## src/rtl/calc_arbiter.sv

```systemverilog
// Round-robin arbiter that shares one 4-bit add/sub/mul/div unit between NREQ requesters.
// Only one operation is in flight at a time; saturating counters track completed and errored operations.
module calc_arbiter #(
  parameter int NREQ = 2,
  parameter int IDW  = 3,
  parameter int CNTW = 16
) (
  input  logic              clk,
  input  logic              rst_n,
  input  logic [NREQ-1:0]   req_valid,
  output logic [NREQ-1:0]   req_ready,
  input  logic [4*NREQ-1:0] req_a,
  input  logic [4*NREQ-1:0] req_b,
  input  logic [2*NREQ-1:0] req_op,
  output logic              resp_valid,
  input  logic              resp_ready,
  output logic [IDW-1:0]    resp_id,
  output logic [7:0]        resp_result,
  output logic              resp_error,
  output logic [CNTW-1:0]   op_count,
  output logic [CNTW-1:0]   err_count,
  output logic              busy
);

  typedef enum logic [1:0] {IDLE, EXEC, RESP} state_t;

  state_t         state;
  logic [IDW-1:0] ptr;
  logic [IDW-1:0] cap_id;
  logic [3:0]     cap_a, cap_b;
  logic [1:0]     cap_op;

  logic           hi_found, lo_found, gnt_found;
  logic [IDW-1:0] hi_id, lo_id, gnt_id;
  logic [3:0]     gnt_a, gnt_b;
  logic [1:0]     gnt_op;
  logic [NREQ-1:0] gnt_vec;

  logic [7:0]     alu_result;
  logic           alu_error;

  // Round-robin: the lowest valid index above the pointer wins, otherwise the lowest at or below it.
  always_comb begin
    hi_found = 1'b0;
    lo_found = 1'b0;
    hi_id    = '0;
    lo_id    = '0;
    for (int unsigned i = 0; i < NREQ; i++) begin
      if (req_valid[i]) begin
        if (i > 32'(ptr)) begin
          if (!hi_found) begin
            hi_found = 1'b1;
            hi_id    = i[IDW-1:0];
          end
        end else if (!lo_found) begin
          lo_found = 1'b1;
          lo_id    = i[IDW-1:0];
        end
      end
    end
    gnt_found = hi_found | lo_found;
    gnt_id    = hi_found ? hi_id : lo_id;
  end

  always_comb begin
    gnt_a   = '0;
    gnt_b   = '0;
    gnt_op  = '0;
    gnt_vec = '0;
    for (int unsigned i = 0; i < NREQ; i++) begin
      if (gnt_id == i[IDW-1:0]) begin
        gnt_a      = req_a[4*i +: 4];
        gnt_b      = req_b[4*i +: 4];
        gnt_op     = req_op[2*i +: 2];
        gnt_vec[i] = (state == IDLE) && gnt_found;
      end
    end
  end

  assign req_ready = gnt_vec;
  assign busy      = (state != IDLE);

  always_comb begin
    alu_result = '0;
    alu_error  = 1'b0;
    unique case (cap_op)
      2'b00: alu_result = {4'b0, cap_a} + {4'b0, cap_b};
      2'b01: alu_result = {4'b0, cap_a} - {4'b0, cap_b};
      2'b10: alu_result = 8'(cap_a) * 8'(cap_b);
      2'b11: begin
        if (cap_b == 4'd0) begin
          alu_error = 1'b1;
        end else begin
          alu_result = {4'b0, cap_a / cap_b};
        end
      end
      default: alu_result = '0;
    endcase
  end

  always_ff @(posedge clk or negedge rst_n) begin
    if (!rst_n) begin
      state       <= IDLE;
      ptr         <= IDW'(NREQ - 1);
      cap_id      <= '0;
      cap_a       <= '0;
      cap_b       <= '0;
      cap_op      <= '0;
      resp_valid  <= 1'b0;
      resp_id     <= '0;
      resp_result <= '0;
      resp_error  <= 1'b0;
      op_count    <= '0;
      err_count   <= '0;
    end else begin
      unique case (state)
        IDLE: begin
          if (gnt_found) begin
            cap_id <= gnt_id;
            cap_a  <= gnt_a;
            cap_b  <= gnt_b;
            cap_op <= gnt_op;
            ptr    <= gnt_id;
            state  <= EXEC;
          end
        end
        EXEC: begin
          resp_result <= alu_result;
          resp_error  <= alu_error;
          resp_id     <= cap_id;
          resp_valid  <= 1'b1;
          state       <= RESP;
        end
        RESP: begin
          if (resp_ready) begin
            resp_valid <= 1'b0;
            if (op_count != '1) op_count <= op_count + 1'b1;
            if (resp_error && (err_count != '1)) err_count <= err_count + 1'b1;
            state <= IDLE;
          end
        end
        default: state <= IDLE;
      endcase
    end
  end

endmodule

```

## config.mk

```make
export PLATFORM = sky130hd
export DESIGN_NAME = calc_arbiter
export DESIGN_NICKNAME = d
export VERILOG_FILES = /design/src/rtl/calc_arbiter.sv
export SDC_FILE = /design/constraint.sdc
export NUM_CORES = 1
export LEC_CHECK = 0
export ABC_AREA = 1
export BUFFER_PORTS_ARGS = -buffer_cell sky130_fd_sc_hd__buf_2
export CAP_MARGIN = 30
export CELL_PAD_IN_SITES_DETAIL_PLACEMENT = 0
export CELL_PAD_IN_SITES_GLOBAL_PLACEMENT = 1
export CORE_ASPECT_RATIO = 1.25
export CORE_MARGIN = 1
export CORE_UTILIZATION = 41
export CTS_CLUSTER_DIAMETER = 80
export CTS_CLUSTER_SIZE = 12
export DETAILED_ROUTE_END_ITERATION = 6
export PLACE_DENSITY_LB_ADDON = 0.1
export SETUP_SLACK_MARGIN = 0.05
export SLEW_MARGIN = 20
export SYNTH_ARGS = -nofsm -noshare
export SYNTH_HDL_FRONTEND = slang
export SYNTH_SLANG_ARGS = --single-unit
```

## constraint.sdc

```tcl
create_clock -name clk -period 4.8 [get_ports clk]
set_input_delay 0.96 -clock clk [delete_from_list [all_inputs] [get_ports clk]]
set_output_delay 0.96 -clock clk [all_outputs]
set_load 0.02 [all_outputs]
```

==> flow_metrics.tcl <==
set metrics [dict create \
    dp.cells 759 \
    required_ns 5.02 \
    switching_share 0.461 \
    synth_xor_area_frac 0.0520 \
    clockRootBuffer "clkbuf_16" \
    syn_area_per_cell_um2 7.41 \
    via_per_inst 4.88 \
    cts_resized 0 \
    antenna_left 0 \
    dieWidth_um 92.7 \
    r2r_start "cap_b[3]" \
    p_clk_frac 0.209 \
    antennaDiodeCount 0 \
    power_density_nw_per_um2 676 \
    switchingPower_mw 1.56 \
    synthMuxAreaShare 0 \
    synthCells 569 \
    drt_drc_violations_left 2 \
    synth_seq_cells 57 \
    synthAdderAreaFrac 0.132 \
    clockBufferDepth 2 \
    endpoint_kind "flip-flop" \
    drt_iter0_markers 110 \
    die_height_um 115 \
    min_period_over_period 0.812 \
    max-vdd-ir-drop_v 0.000351 \
    portBuffers 70 \
    yosysWarnings 0 \
    synth_flop_cell "dfrtp_1" \
    worstPathMaxFanout 7 \
    die_area_um2 10700 \
    min-delay-start "ptr[0]" \
    tns_ns 0 \
    critPathLaunchType "flip-flop" \
    antenna_found_initial 0 \
    worstHoldPathCells 2 \
    grtUsageTotal 0.203 \
    cts_setup_buffers 0 \
    clk_pin_slew_ns 0.05 \
    cts_hold_buffers 0 \
    rsz0062_at_grt "no" \
    cap_violations 0 \
    synth_top_family_by_area "simple AND/OR/NAND/NOR gates" \
    syn2layout_area_growth_pct 18.7 \
    power_frac_seq 0.238 \
    cp-startpoint "cap_b[3]" \
    layout.cells.most_common "nand2_1" \
    syn_area_um2 4210 \
    p_leak_nw 2.68 \
    cp.arrival_ns 4.12 \
    cts_tree "done" \
    layout-drive-gt1-share 0.160 \
    gp_congestion 0.893 \
    worstSetupPathType "flip-flop to flip-flop" \
    synth-seq-area-share 0.339 \
    period_minus_slack_ns 3.90 \
    row_count 41 \
    hold_viol 0 \
    synth-async-reset-ratio 1.00 \
    max_freq_mhz 256 \
    dr_total_vias 3775 \
    comb_power_share 0.553 \
    synthSimpleGateAreaFrac 0.308 \
    worst_r2r_path_depth 24 \
    drt-pass1-iter-count 7 \
    cts_sinks 57 \
    setup_viol 0 \
    dp_hpwl_um 8020 \
    hold_class "flip-flop to flip-flop" \
    io_pins 73 \
    synth_compound_area_frac 0.0831 \
    grt_pass1_wl_um 16700 \
    fin_skew_ns 0.00448 \
    nets 707 \
    grt-ovfl-total 0 \
    power_mw 3.38 \
    p_int_mw 1.82 \
    start_util 0.419 \
    synth_cell_types 40 \
    grt_max_degree 31 \
    numCtsBuffers 9 \
    core_area_um2 10100 \
    cts-htree-levels 3 \
    grt_pass1_vias 3491 \
    insertion_delay_ns 0.33 \
    final_cell_mix "192 x nand2_1, 75 x inv_1, 70 x buf_2" \
    drt_wl_total_um 10400 \
    tightest_slew_ns 0.834 \
    status "finished, violations left" \
    layoutNonFillerInstCount 774 \
    avgRoutedWirePerCell_um 13.4 \
    relSlewSlack 0.444 \
    slew_violations 0 \
    violations "design-rule violations" \
    synth_enable_flop_cells 0 \
]
[through the flow]
step	hold slack, ns	utilization	worst slack [ns]	area, um2
3_5_place_dp	0.458	0.465	0.940	4670
6_report	0.465	0.498	0.901	5000
3_3_place_gp	0.454	0.465	1.16	4670
4_1_cts	0.466	0.498	0.927	5000
2_1_floorplan	0.440	-	1.43	4220
5_1_grt	0.490	0.498	0.375	5000
[flip-flops by register name (all words and copies together) (netlist names)]
register and flops:
err_count 16, op_count 16, resp_result 8, cap_a 4
cap_b 4, cap_op 2, state 2, cap_id 1
ptr 1, resp_error 1, resp_id 1, resp_valid 1
[worst max-delay path, cell delays in order, from the launching register on]
cell,delay (ns)
dfrtp_1,0.44
nor2_1,0.37
nand2_1,0.10
inv_1,0.09
nand2_1,0.05
nand2_1,0.08
inv_1,0.04
ha_1,0.30
o21ai_0,0.09
nand2_1,0.10
nand2_1,0.09
o21ai_0,0.31
ha_1,0.34
nand2_1,0.09
nand2_1,0.07
a21oi_1,0.19
xor2_1,0.16
o21ai_0,0.09
ha_1,0.31
a21oi_1,0.15
nand3_1,0.09
nand2_1,0.05
o21ai_0,0.07
nand2_1,0.06
nand2_1,0.04
[per-layer routing]
metal / wire length (um) / track usage / share of wire
met1: 4490 / 0.239 / 0.43
met2: 5270 / 0.360 / 0.51
met3: 330 / 0.0377 / 0.032
met4: 263 / 0.0933 / 0.025
met5: 0 / 0 / 0
[synthesized netlist by cell type, types with 3 or more instances]
cell      count  area (um2)
buf_2         3        15.0
nor3_1        8        40.0
o21ai_2       4        35.0
nand3_1      33         165
nand2_1     192         721
o21ai_0      23         115
dfrtp_1      56        1400
nand3b_1      7        52.6
ha_1         35         438
fa_1          6         120
xor2_1       18         158
nor2_1       35         131
inv_1        75         282
xnor2_1       7        61.3
clkbuf_1      4        15.0
o21ai_1       4        20.0
a21oi_1      12        60.1
nand4_1       9        56.3
buf_4         4        30.0
o211ai_1     10        75.1
[logic make-up (layout without fill, tap and decap cells)]
| kind of cell | after synthesis | after routing |
|---|---|---|
| AOI/OAI and AO/OA | 59 | 59 |
| xor gates and xnor gates | 25 | 25 |
| adders and majority gates | 41 | 41 |
| buffers and inverters | 88 | 163 |
| DFF | 57 | 57 |
| other | 1 | 2 |
| and+or+nand+nor | 298 | 298 |
[power groups by stage]
| stage | sequential (mW) | combinational [mW] | clock (mW) |
|---|---|---|---|
| after floorplan | 0.882 | 1.31 | 0 |
| after global placement | 0.809 | 1.82 | 0 |
| after detailed placement | 0.814 | 1.86 | 0 |
| after CTS | 0.806 | 1.88 | 0.729 |
| after global routing | 0.832 | 2.12 | 0.749 |
| final | 0.806 | 1.87 | 0.708 |
[path summary, 6_finish.rpt]
check | to | slack, ns
max in group asynchronous | ptr[0] | 3.22
setup reg to reg | resp_result[0] | 0.90
hold reg to reg | ptr[0] | 0.46
min in group asynchronous | op_count[7] | 0.68
hold / removal | ptr[0] | 0.46
setup / recovery | resp_result[0] | 0.90
[cell type report]
| cell class | count | area [um2] |
|---|---|---|
| fill | 1022 | 5050 |
| clock buffer | 13 | 270 |
| sequential | 57 | 1430 |
| timing repair buffer | 72 | 365 |
| tap | 129 | 161 |
| inverter | 76 | 285 |
| clock inverter | 2 | 60.1 |
| multi-input combinational | 425 | 2430 |
Note: power is estimated with default switching activity, not from simulation.
